$ cat config.mk
export PLATFORM = sky130hd
export DESIGN_NAME = sdram_burst_arbiter_flat
export DESIGN_NICKNAME = d
export VERILOG_FILES = /design/src/rtl/sdram_burst_arbiter_if.sv /design/src/rtl/sdram_burst_arbiter.sv /design/src/flat_wrapper.sv
export SDC_FILE = /design/constraint.sdc
export NUM_CORES = 1
export LEC_CHECK = 0
export ABC_AREA = 1
export BUFFER_PORTS_ARGS = -buffer_cell sky130_fd_sc_hd__buf_2
export CAP_MARGIN = 25
export CELL_PAD_IN_SITES_DETAIL_PLACEMENT = 0
export CELL_PAD_IN_SITES_GLOBAL_PLACEMENT = 1
export CORE_MARGIN = 2
export CORE_UTILIZATION = 40
export CTS_CLUSTER_DIAMETER = 100
export DETAILED_ROUTE_END_ITERATION = 6
export GPL_ROUTABILITY_DRIVEN = 0
export GPL_TIMING_DRIVEN = 0
export PLACE_DENSITY_LB_ADDON = 0.1
export SYNTH_ARGS = -nofsm -noshare
export SYNTH_HDL_FRONTEND = slang
export SYNTH_SLANG_ARGS = --single-unit
export TNS_END_PERCENT = 100
$ cat constraint.sdc
create_clock -name mem_clk -period 16.34 [get_ports mem_clk]
set_input_delay 1.634 -clock mem_clk [delete_from_list [all_inputs] [get_ports mem_clk]]
set_output_delay 1.634 -clock mem_clk [all_outputs]
set_load 0.01 [all_outputs]
$ cat src/rtl/sdram_burst_arbiter_if.sv
`default_nettype none
// ==========================================================================
// Module  : sdram_burst_arbiter_if
// Purpose : requester, SDRAM-command and read-return signals of the arbiter
// Revision: 1.0
// ==========================================================================
interface sdram_burst_arbiter_if #(
  parameter int MEM_DATA_BITS = 32,
  parameter int ADDR_BITS     = 21,
  parameter int BURST_BITS    = 10
);
  logic                       Sdr_init_done;
  logic                       Sdr_busy;
  logic                       wr_burst_req;
  logic [ADDR_BITS-1:0]       wr_burst_addr;
  logic [BURST_BITS:0]        wr_burst_len;
  logic                       wr_burst_ack;
  logic                       wr_data_req;
  logic [MEM_DATA_BITS-1:0]   wr_burst_data;
  logic                       wr_burst_finish;
  logic                       rd_burst_req;
  logic [ADDR_BITS-1:0]       rd_burst_addr;
  logic [BURST_BITS:0]        rd_burst_len;
  logic                       rd_urgent;
  logic                       rd_burst_ack;
  logic                       rd_data_valid;
  logic [MEM_DATA_BITS-1:0]   rd_burst_data;
  logic                       rd_burst_finish;
  logic                       App_wr_en;
  logic [ADDR_BITS-1:0]       App_wr_addr;
  logic [MEM_DATA_BITS-1:0]   App_wr_din;
  logic [MEM_DATA_BITS/8-1:0] App_wr_dm;
  logic                       App_rd_en;
  logic [ADDR_BITS-1:0]       App_rd_addr;
  logic                       Sdr_rd_en;
  logic [MEM_DATA_BITS-1:0]   Sdr_rd_dout;

  // arbiter view
  modport master (
    input  Sdr_init_done, Sdr_busy,
    input  wr_burst_req, wr_burst_addr, wr_burst_len, wr_burst_data,
    output wr_burst_ack, wr_data_req, wr_burst_finish,
    input  rd_burst_req, rd_burst_addr, rd_burst_len, rd_urgent,
    output rd_burst_ack, rd_data_valid, rd_burst_data, rd_burst_finish,
    output App_wr_en, App_wr_addr, App_wr_din, App_wr_dm, App_rd_en, App_rd_addr,
    input  Sdr_rd_en, Sdr_rd_dout
  );

  // requester / controller view
  modport slave (
    output Sdr_init_done, Sdr_busy,
    output wr_burst_req, wr_burst_addr, wr_burst_len, wr_burst_data,
    input  wr_burst_ack, wr_data_req, wr_burst_finish,
    output rd_burst_req, rd_burst_addr, rd_burst_len, rd_urgent,
    input  rd_burst_ack, rd_data_valid, rd_burst_data, rd_burst_finish,
    input  App_wr_en, App_wr_addr, App_wr_din, App_wr_dm, App_rd_en, App_rd_addr,
    output Sdr_rd_en, Sdr_rd_dout
  );
endinterface
`default_nettype wire

$ cat src/rtl/sdram_burst_arbiter.sv
`default_nettype none
// ==========================================================================
// Module  : sdram_burst_arbiter
// Purpose : grants whole write/read bursts to one SDRAM user port, expands them into word commands
// Revision: 1.0
// ==========================================================================
module sdram_burst_arbiter #(
  parameter int MEM_DATA_BITS = 32,
  parameter int ADDR_BITS     = 21,
  parameter int BURST_BITS    = 10
) (
  input  logic                  mem_clk,
  input  logic                  rst,
  sdram_burst_arbiter_if.master bus
);

  typedef enum logic [1:0] {
    IDLE     = 2'd0,
    WR_BURST = 2'd1,
    RD_BURST = 2'd2,
    RD_DRAIN = 2'd3
  } state_t;

  localparam logic                GRANT_WR = 1'b0;
  localparam logic                GRANT_RD = 1'b1;
  localparam logic [BURST_BITS:0] CNT_ZERO = '0;
  localparam logic [BURST_BITS:0] CNT_ONE  = {{BURST_BITS{1'b0}}, 1'b1};

  state_t                     state_q, state_d;
  logic                       last_grant_q, last_grant_d;
  logic [ADDR_BITS-1:0]       base_addr_q, base_addr_d;
  logic [BURST_BITS:0]        len_q, len_d;
  logic [BURST_BITS:0]        issue_cnt_q, issue_cnt_d;
  logic [BURST_BITS:0]        ret_cnt_q, ret_cnt_d;
  logic                       wr_burst_ack_q, wr_burst_ack_d;
  logic                       rd_burst_ack_q, rd_burst_ack_d;
  logic                       wr_burst_finish_q, wr_burst_finish_d;
  logic                       rd_burst_finish_q, rd_burst_finish_d;
  logic                       app_wr_en_q, app_wr_en_d;
  logic [ADDR_BITS-1:0]       app_wr_addr_q, app_wr_addr_d;
  logic [MEM_DATA_BITS-1:0]   app_wr_din_q, app_wr_din_d;
  logic                       app_rd_en_q, app_rd_en_d;
  logic [ADDR_BITS-1:0]       app_rd_addr_q, app_rd_addr_d;
  logic                       rd_data_valid_q, rd_data_valid_d;
  logic [MEM_DATA_BITS-1:0]   rd_burst_data_q, rd_burst_data_d;
  logic                       wr_data_req;

  logic                       cmd_slot;
  logic                       pick_rd;
  logic                       pick_wr;
  logic [BURST_BITS:0]        issue_nxt;
  logic [BURST_BITS:0]        ret_nxt;
  logic [ADDR_BITS-1:0]       cmd_addr;

  // The controller needs a cycle to raise Sdr_busy after a strobe, hence the one-cycle gap.
  assign cmd_slot  = !bus.Sdr_busy && !app_wr_en_q && !app_rd_en_q;
  assign issue_nxt = issue_cnt_q + CNT_ONE;
  assign ret_nxt   = ret_cnt_q + CNT_ONE;
  assign cmd_addr  = base_addr_q + ADDR_BITS'(issue_cnt_q);
  assign pick_rd   = bus.rd_burst_req &&
                     (bus.rd_urgent || !bus.wr_burst_req || (last_grant_q == GRANT_WR));
  assign pick_wr   = bus.wr_burst_req && !pick_rd;

  always_comb begin
    state_d           = state_q;
    last_grant_d      = last_grant_q;
    base_addr_d       = base_addr_q;
    len_d             = len_q;
    issue_cnt_d       = issue_cnt_q;
    ret_cnt_d         = ret_cnt_q;
    wr_burst_ack_d    = 1'b0;
    rd_burst_ack_d    = 1'b0;
    wr_burst_finish_d = 1'b0;
    rd_burst_finish_d = 1'b0;
    app_wr_en_d       = 1'b0;
    app_wr_addr_d     = app_wr_addr_q;
    app_wr_din_d      = app_wr_din_q;
    app_rd_en_d       = 1'b0;
    app_rd_addr_d     = app_rd_addr_q;
    rd_data_valid_d   = 1'b0;
    rd_burst_data_d   = rd_burst_data_q;
    wr_data_req       = 1'b0;

    case (state_q)
      IDLE: begin
        // A requester still sees its own ack this cycle; holding off avoids a double grant.
        if (bus.Sdr_init_done && !wr_burst_ack_q && !rd_burst_ack_q) begin
          if (pick_rd) begin
            base_addr_d    = bus.rd_burst_addr;
            len_d          = bus.rd_burst_len;
            issue_cnt_d    = CNT_ZERO;
            ret_cnt_d      = CNT_ZERO;
            rd_burst_ack_d = 1'b1;
            last_grant_d   = GRANT_RD;
            if (bus.rd_burst_len == CNT_ZERO) rd_burst_finish_d = 1'b1;
            else                              state_d           = RD_BURST;
          end else if (pick_wr) begin
            base_addr_d    = bus.wr_burst_addr;
            len_d          = bus.wr_burst_len;
            issue_cnt_d    = CNT_ZERO;
            ret_cnt_d      = CNT_ZERO;
            wr_burst_ack_d = 1'b1;
            last_grant_d   = GRANT_WR;
            if (bus.wr_burst_len == CNT_ZERO) wr_burst_finish_d = 1'b1;
            else                              state_d           = WR_BURST;
          end
        end
      end
      WR_BURST: begin
        if (cmd_slot && (issue_cnt_q != len_q)) begin
          wr_data_req   = 1'b1;
          app_wr_en_d   = 1'b1;
          app_wr_addr_d = cmd_addr;
          app_wr_din_d  = bus.wr_burst_data;
          issue_cnt_d   = issue_nxt;
          if (issue_nxt == len_q) begin
            wr_burst_finish_d = 1'b1;
            state_d           = IDLE;
          end
        end
      end
      RD_BURST: begin
        if (cmd_slot && (issue_cnt_q != len_q)) begin
          app_rd_en_d   = 1'b1;
          app_rd_addr_d = cmd_addr;
          issue_cnt_d   = issue_nxt;
          if (issue_nxt == len_q) state_d = RD_DRAIN;
        end
      end
      default: ;
    endcase

    // Return path runs alongside issue so a return coincident with the last command is counted.
    if (((state_q == RD_BURST) || (state_q == RD_DRAIN)) && bus.Sdr_rd_en) begin
      rd_data_valid_d = 1'b1;
      rd_burst_data_d = bus.Sdr_rd_dout;
      ret_cnt_d       = ret_nxt;
      if (ret_nxt == len_q) begin
        rd_burst_finish_d = 1'b1;
        state_d           = IDLE;
      end
    end
  end

  always_ff @(posedge mem_clk or posedge rst) begin
    if (rst) begin
      state_q           <= IDLE;
      last_grant_q      <= GRANT_RD;
      base_addr_q       <= '0;
      len_q             <= '0;
      issue_cnt_q       <= '0;
      ret_cnt_q         <= '0;
      wr_burst_ack_q    <= 1'b0;
      rd_burst_ack_q    <= 1'b0;
      wr_burst_finish_q <= 1'b0;
      rd_burst_finish_q <= 1'b0;
      app_wr_en_q       <= 1'b0;
      app_wr_addr_q     <= '0;
      app_wr_din_q      <= '0;
      app_rd_en_q       <= 1'b0;
      app_rd_addr_q     <= '0;
      rd_data_valid_q   <= 1'b0;
      rd_burst_data_q   <= '0;
    end else begin
      state_q           <= state_d;
      last_grant_q      <= last_grant_d;
      base_addr_q       <= base_addr_d;
      len_q             <= len_d;
      issue_cnt_q       <= issue_cnt_d;
      ret_cnt_q         <= ret_cnt_d;
      wr_burst_ack_q    <= wr_burst_ack_d;
      rd_burst_ack_q    <= rd_burst_ack_d;
      wr_burst_finish_q <= wr_burst_finish_d;
      rd_burst_finish_q <= rd_burst_finish_d;
      app_wr_en_q       <= app_wr_en_d;
      app_wr_addr_q     <= app_wr_addr_d;
      app_wr_din_q      <= app_wr_din_d;
      app_rd_en_q       <= app_rd_en_d;
      app_rd_addr_q     <= app_rd_addr_d;
      rd_data_valid_q   <= rd_data_valid_d;
      rd_burst_data_q   <= rd_burst_data_d;
    end
  end

  assign bus.wr_burst_ack    = wr_burst_ack_q;
  assign bus.wr_data_req     = wr_data_req;
  assign bus.wr_burst_finish = wr_burst_finish_q;
  assign bus.rd_burst_ack    = rd_burst_ack_q;
  assign bus.rd_data_valid   = rd_data_valid_q;
  assign bus.rd_burst_data   = rd_burst_data_q;
  assign bus.rd_burst_finish = rd_burst_finish_q;
  assign bus.App_wr_en       = app_wr_en_q;
  assign bus.App_wr_addr     = app_wr_addr_q;
  assign bus.App_wr_din      = app_wr_din_q;
  assign bus.App_wr_dm       = '0;
  assign bus.App_rd_en       = app_rd_en_q;
  assign bus.App_rd_addr     = app_rd_addr_q;

endmodule
`default_nettype wire

$ cat src/flat_wrapper.sv
// flat-port wrapper written by rule: the top's interface ports become plain ports
module sdram_burst_arbiter_flat 
#(
  parameter int MEM_DATA_BITS = 32,
  parameter int ADDR_BITS     = 21,
  parameter int BURST_BITS    = 10
)
  (mem_clk, rst, bus_Sdr_init_done, bus_Sdr_busy, bus_wr_burst_req, bus_wr_burst_addr, bus_wr_burst_len, bus_wr_burst_data, bus_wr_burst_ack, bus_wr_data_req, bus_wr_burst_finish, bus_rd_burst_req, bus_rd_burst_addr, bus_rd_burst_len, bus_rd_urgent, bus_rd_burst_ack, bus_rd_data_valid, bus_rd_burst_data, bus_rd_burst_finish, bus_App_wr_en, bus_App_wr_addr, bus_App_wr_din, bus_App_wr_dm, bus_App_rd_en, bus_App_rd_addr, bus_Sdr_rd_en, bus_Sdr_rd_dout);
  sdram_burst_arbiter_if #(.MEM_DATA_BITS(MEM_DATA_BITS), .ADDR_BITS(ADDR_BITS), .BURST_BITS(BURST_BITS)) bus_i ();
  input  logic mem_clk;
  input  logic rst;
  input wire logic [$bits(bus_i.Sdr_init_done)-1:0] bus_Sdr_init_done;
  input wire logic [$bits(bus_i.Sdr_busy)-1:0] bus_Sdr_busy;
  input wire logic [$bits(bus_i.wr_burst_req)-1:0] bus_wr_burst_req;
  input wire logic [$bits(bus_i.wr_burst_addr)-1:0] bus_wr_burst_addr;
  input wire logic [$bits(bus_i.wr_burst_len)-1:0] bus_wr_burst_len;
  input wire logic [$bits(bus_i.wr_burst_data)-1:0] bus_wr_burst_data;
  output wire logic [$bits(bus_i.wr_burst_ack)-1:0] bus_wr_burst_ack;
  output wire logic [$bits(bus_i.wr_data_req)-1:0] bus_wr_data_req;
  output wire logic [$bits(bus_i.wr_burst_finish)-1:0] bus_wr_burst_finish;
  input wire logic [$bits(bus_i.rd_burst_req)-1:0] bus_rd_burst_req;
  input wire logic [$bits(bus_i.rd_burst_addr)-1:0] bus_rd_burst_addr;
  input wire logic [$bits(bus_i.rd_burst_len)-1:0] bus_rd_burst_len;
  input wire logic [$bits(bus_i.rd_urgent)-1:0] bus_rd_urgent;
  output wire logic [$bits(bus_i.rd_burst_ack)-1:0] bus_rd_burst_ack;
  output wire logic [$bits(bus_i.rd_data_valid)-1:0] bus_rd_data_valid;
  output wire logic [$bits(bus_i.rd_burst_data)-1:0] bus_rd_burst_data;
  output wire logic [$bits(bus_i.rd_burst_finish)-1:0] bus_rd_burst_finish;
  output wire logic [$bits(bus_i.App_wr_en)-1:0] bus_App_wr_en;
  output wire logic [$bits(bus_i.App_wr_addr)-1:0] bus_App_wr_addr;
  output wire logic [$bits(bus_i.App_wr_din)-1:0] bus_App_wr_din;
  output wire logic [$bits(bus_i.App_wr_dm)-1:0] bus_App_wr_dm;
  output wire logic [$bits(bus_i.App_rd_en)-1:0] bus_App_rd_en;
  output wire logic [$bits(bus_i.App_rd_addr)-1:0] bus_App_rd_addr;
  input wire logic [$bits(bus_i.Sdr_rd_en)-1:0] bus_Sdr_rd_en;
  input wire logic [$bits(bus_i.Sdr_rd_dout)-1:0] bus_Sdr_rd_dout;
  assign bus_i.Sdr_init_done = bus_Sdr_init_done;
  assign bus_i.Sdr_busy = bus_Sdr_busy;
  assign bus_i.wr_burst_req = bus_wr_burst_req;
  assign bus_i.wr_burst_addr = bus_wr_burst_addr;
  assign bus_i.wr_burst_len = bus_wr_burst_len;
  assign bus_i.wr_burst_data = bus_wr_burst_data;
  assign bus_wr_burst_ack = bus_i.wr_burst_ack;
  assign bus_wr_data_req = bus_i.wr_data_req;
  assign bus_wr_burst_finish = bus_i.wr_burst_finish;
  assign bus_i.rd_burst_req = bus_rd_burst_req;
  assign bus_i.rd_burst_addr = bus_rd_burst_addr;
  assign bus_i.rd_burst_len = bus_rd_burst_len;
  assign bus_i.rd_urgent = bus_rd_urgent;
  assign bus_rd_burst_ack = bus_i.rd_burst_ack;
  assign bus_rd_data_valid = bus_i.rd_data_valid;
  assign bus_rd_burst_data = bus_i.rd_burst_data;
  assign bus_rd_burst_finish = bus_i.rd_burst_finish;
  assign bus_App_wr_en = bus_i.App_wr_en;
  assign bus_App_wr_addr = bus_i.App_wr_addr;
  assign bus_App_wr_din = bus_i.App_wr_din;
  assign bus_App_wr_dm = bus_i.App_wr_dm;
  assign bus_App_rd_en = bus_i.App_rd_en;
  assign bus_App_rd_addr = bus_i.App_rd_addr;
  assign bus_i.Sdr_rd_en = bus_Sdr_rd_en;
  assign bus_i.Sdr_rd_dout = bus_Sdr_rd_dout;
  sdram_burst_arbiter #(.MEM_DATA_BITS(MEM_DATA_BITS), .ADDR_BITS(ADDR_BITS), .BURST_BITS(BURST_BITS)) u_core (.mem_clk(mem_clk), .rst(rst), .bus(bus_i));
endmodule
# Word level (Yosys, flattened, before mapping)
# Cells that the tools add are included.
[word_totals]
regBits = 170
in_bits = 136
word_cells = 111
[classes]
n_addsub = 3
n_eq_ne = 9
n_mux = 49
n_bitwise = 1
n_reduce_logical = 32
[ops]
columns = ["op", "n"]
rows = [
  ["$mux W11", 8],
  ["$mux W21", 2],
  ["$mux W1", 25],
  ["$add A11 B1 Y11 const B", 2],
  ["$eq A11 B11 Y1", 2],
  ["$logic_not A11 Y1", 2],
  ["$mux W2", 11],
  ["$pmux W11 S2", 1],
  ["$add A21 B11 Y21", 1],
  ["$ne A11 B11 Y1", 1],
  ["$logic_and A1 B1 Y1", 8],
  ["$reduce_bool A2 Y1", 4],
  ["$logic_not A1 Y1", 7],
  ["$pmux W2 S3", 1],
  ["$reduce_and A3 Y1", 2],
  ["$eq A2 B2 Y1 const B", 2],
  ["$ne A2 B1 Y1 const B", 2],
  ["$reduce_and A2 Y1", 2],
  ["$reduce_and A4 Y1", 1],
  ["$logic_or A1 B1 Y1", 3],
  ["$ne A3 B1 Y1 const B", 1],
  ["$reduce_bool A3 Y1", 1],
  ["$eq A2 B1 Y1 const B", 1],
  ["$logic_not A2 Y1", 1],
  ["other kinds (3)", 3],
]

# Depth between registers and ports, before layout
[logic_depth]
ltp_word = 12
mapped_depth = 14
depth_no_buf = 14

# Least setup slack after synthesis
# OpenSTA, ideal clock, no wires.
[synth_timing]
path_kind = "input to output"
start = "input bus_Sdr_busy"
end = "output bus_wr_data_req"
t_arrival_ns = 2.437
path_slack_ns = 12.269
cell_stages = 4
path_buffers = 1
path_cell_list = "nor3_1 nand2_4 nor2_4 buf_2"
[synth_between]
elab_chain_cells = 6
[synth_lines]
columns = ["item", "line_no", "text"]
rows = [
  ["start, declared", "flat_wrapper.sv:13", "input wire logic [$bits(bus_i.Sdr_busy)-1:0] bus_Sdr_busy;"],
  ["$logic_not A1 Y1", "sdram_burst_arbiter.sv:56", "assign cmd_slot = !bus.Sdr_busy && !app_wr_en_q && !app_rd_en_q;"],
  ["$logic_and A1 B1 Y1 (2 in series)", "sdram_burst_arbiter.sv:56", ""],
  ["$logic_and A1 B1 Y1", "sdram_burst_arbiter.sv:110", "if (cmd_slot && (issue_cnt_q != len_q)) begin"],
  ["$mux W1", "sdram_burst_arbiter.sv:110", ""],
  ["$mux W1", "sdram_burst_arbiter.sv:84", "case (state_q)"],
  ["end, declared", "flat_wrapper.sv:19", "output wire logic [$bits(bus_i.wr_data_req)-1:0] bus_wr_data_req;"],
]
# Every way passes these cells.

# Worst setup path in the final report
# Ends and elaborated chain as after synthesis.

==> results.toml <==
[worst_setup_path]
worst_ep_required_time_ns = 14.71
path_max_fanout = 11
critPathArrivalTime_ns = 3.03
setup.worst_path.end_class = "output port"
path_class = "input port to output port"
start_kind = "input port"

[power]
ir_drop_v = 0.0000871
pwr_density_cell_nw_per_um2 = 183
p_leak_nw = 5.92

[sta]
finalCriticalPeriod_ns = 4.66
report.final.hold_viol_count = 0
drv_slew = 0
slew_headroom_pct = 55.7
worst_pin_slew_ns = 0.665
finalHoldWorstSlack_ns = 0.466
grt_setup_unrepaired = "false"
finalSetupViolCount = 0
setup_slack_ns = 11.68
fmax_mhz = 214
tns_ns = 0
finClkSkew_ns = 0.0110
finalCritPeriodShare_pct = 28.5

[placement]
dp_hpwl_um = 19800
place_area_um2 = 10200
portBuffers = 249
pre_cts_slack_ns = 11.61

[logic_synthesis]
syn_area_um2 = 8540
yosysTopAreaCell = "dfrtp_1"
synth-edff-count = 0
yosysMostFrequentCell = "nand2_1"
ys_seq_area_share_pct = 49.8
synth_cell_types = 43
synthTopCellsByCount = "463 x nand2_1, 169 x dfrtp_1, 74 x inv_1"
ys_warn_count = 0
avgSynthCellArea_um2 = 7.79
ys.flop_type = "dfrtp_1"
postSynthCellCount = 1097
synth_seq_cells = 170
async_flop_share_pct = 100
synth_top_area_share_pct = 49.5
synth_area_leaders = "dfrtp_1 50%, nand2_1 20%, o21ai_0 4.3%"

[clock_tree]
cts-root-buf = "clkbuf_16"
cts.repair.resized = 0
cts_setup_buffers = 0
clk_pin_slew_ns = 0.08
hold_buffers = 0
insertion_delay_ns = 0.43
cts_max_path_buffers = 2
htreeDepth = 4
cts_tree = "done"
clock_sinks = 170
cts_made_buffers = 17

[routing]
antenna_left = 0
avgRoutedWirePerCell_um = 15.3
vias_per_cell = 4.80
firstDrtPassIters = 4
vias = 7954
drtIter0Drc = 399
finalWirelength_um = 25400
drc = 0

[hold_path]
min_path_type = "flop to flop"

[floorplanning]
ios = 254
die_w_um = 150
die-height_um = 150
die_area_um2 = 22500
initial_utilization_pct = 40.6
coreArea_um2 = 21000
std_cell_rows = 53

[global_routing]
antenna_found_initial = 3
grt.overflow.total = 0
grt_max_degree = 98
gr-usage-all-layers_pct = 22.9
grt_pass1_wl_um = 40100
grt_pass1_vias = 7527

[finish]
finish.instance_area_um2 = 10800
final_nets = 1524
layout-drive-gt1-share_pct = 23.5
syn_to_final_growth_pct = 26.0
final_util_pct = 51.2

[outcome]
status = "completed"

[job]
cap_viol_max_count = 0
metal layers:
metal	global-route usage (%)	share of wire, %
met3	6.06	7.5
met2	35.8	45
met5	0	0.051
met1	31.5	46
met4	6.70	1.8
critical path, stage by stage:
cell and delay [ns]:
buf_2 0.10, nor3_1 0.47, nand2_4 0.16, nor2_4 0.23
buf_2 0.27, buf_2 0.17
flip-flops by register name (all words and copies together) (netlist names), 2 cells and up:
| register | cells |
|---|---|
| u_core.state_q | 2 |
| u_core.bus.rd_burst_data | 32 |
| u_core.len_q | 11 |
| u_core.bus.App_wr_addr | 21 |
| u_core.ret_cnt_q | 11 |
| u_core.issue_cnt_q | 11 |
| u_core.bus.App_wr_din | 32 |
| u_core.base_addr_q | 21 |
| u_core.bus.App_rd_addr | 21 |
cells in the final DEF (no fill, tap or decap), types with 2 or more instances in the layout:
cell type,n
nand4_1,15
ha_1,18
nand2_2,3
buf_4,5
clkinv_1,2
clkbuf_1,17
nand3_1,55
clkinvlp_4,4
nand2_4,2
o21ai_0,73
dfrtp_1,169
xor2_1,18
inv_6,4
o21ai_1,4
nor2_2,2
conb_1,4
o22ai_1,27
nor2_4,2
nor3_1,14
clkbuf_16,17
o31ai_1,3
buf_2,262
inv_1,73
nor2_1,63
buf_6,4
nor4_1,4
a21oi_1,14
nand2_1,463
xnor2_1,8
inv_2,6
nor3b_1,4
inv_8,6
area by class of cell:
class / instances / area [um2]
repair buffers: 250 / 1270
well taps: 275 / 344
diodes: 1 / 2.50
clock buffers: 18 / 429
inverters: 82 / 315
multi-input cells: 808 / 3770
flip-flops and latches: 170 / 4260
fillers: 2133 / 10300
plain buffers: 40 / 216
clock inverters: 14 / 151
final timing paths:
kind,start,endpoint,slack (ns),cells after the start
hold reg to reg,u_core.bus.rd_burst_data[15]$_DFFE_PP0P_,u_core.bus.rd_burst_data[15]$_DFFE_PP0P_,0.47,2
setup reg to reg,u_core.state_q[0]$_DFF_PP0_,u_core.ret_cnt_q[2]$_DFFE_PP0P_,13.87,7
setup / recovery,bus_Sdr_busy,bus_wr_data_req,11.68,6
min in group asynchronous,rst,u_core.len_q[1]$_DFFE_PP0P_,1.25,2
hold / removal,u_core.bus.rd_burst_data[15]$_DFFE_PP0P_,u_core.bus.rd_burst_data[15]$_DFFE_PP0P_,0.47,2
max in group asynchronous,rst,u_core.base_addr_q[5]$_DFFE_PP0P_,14.25,3
kinds of logic after synthesis:
kind of cell	Yosys count	synth area share, %
buffers and inverters	122	6.14
DFF	170	49.8
adders and majority gates	19	2.87
other	1	0.0439
and+or+nand+nor	632	30.3
xor gates and xnor gates	26	2.67
AOI/OAI and AO/OA	127	8.17
through the flow:
stage / total power [mW] / instances
2_1_floorplan: 1.25 / 1100
3_3_place_gp: 1.56 / 1624
3_5_place_dp: 1.57 / 1625
4_1_cts: 1.98 / 1657
5_1_grt: 2.13 / 1657
6_report: 1.97 / 1658
power by group:
group | internal, mW | switching (mW) | total (mW) | leakage [nW]
registers | 0.603 | 0.132 | 0.735 | 2.16
logic | 0.306 | 0.518 | 0.824 | 3.48
clock network | 0.217 | 0.191 | 0.408 | 0.274
(Power assumes the default switching activity.)
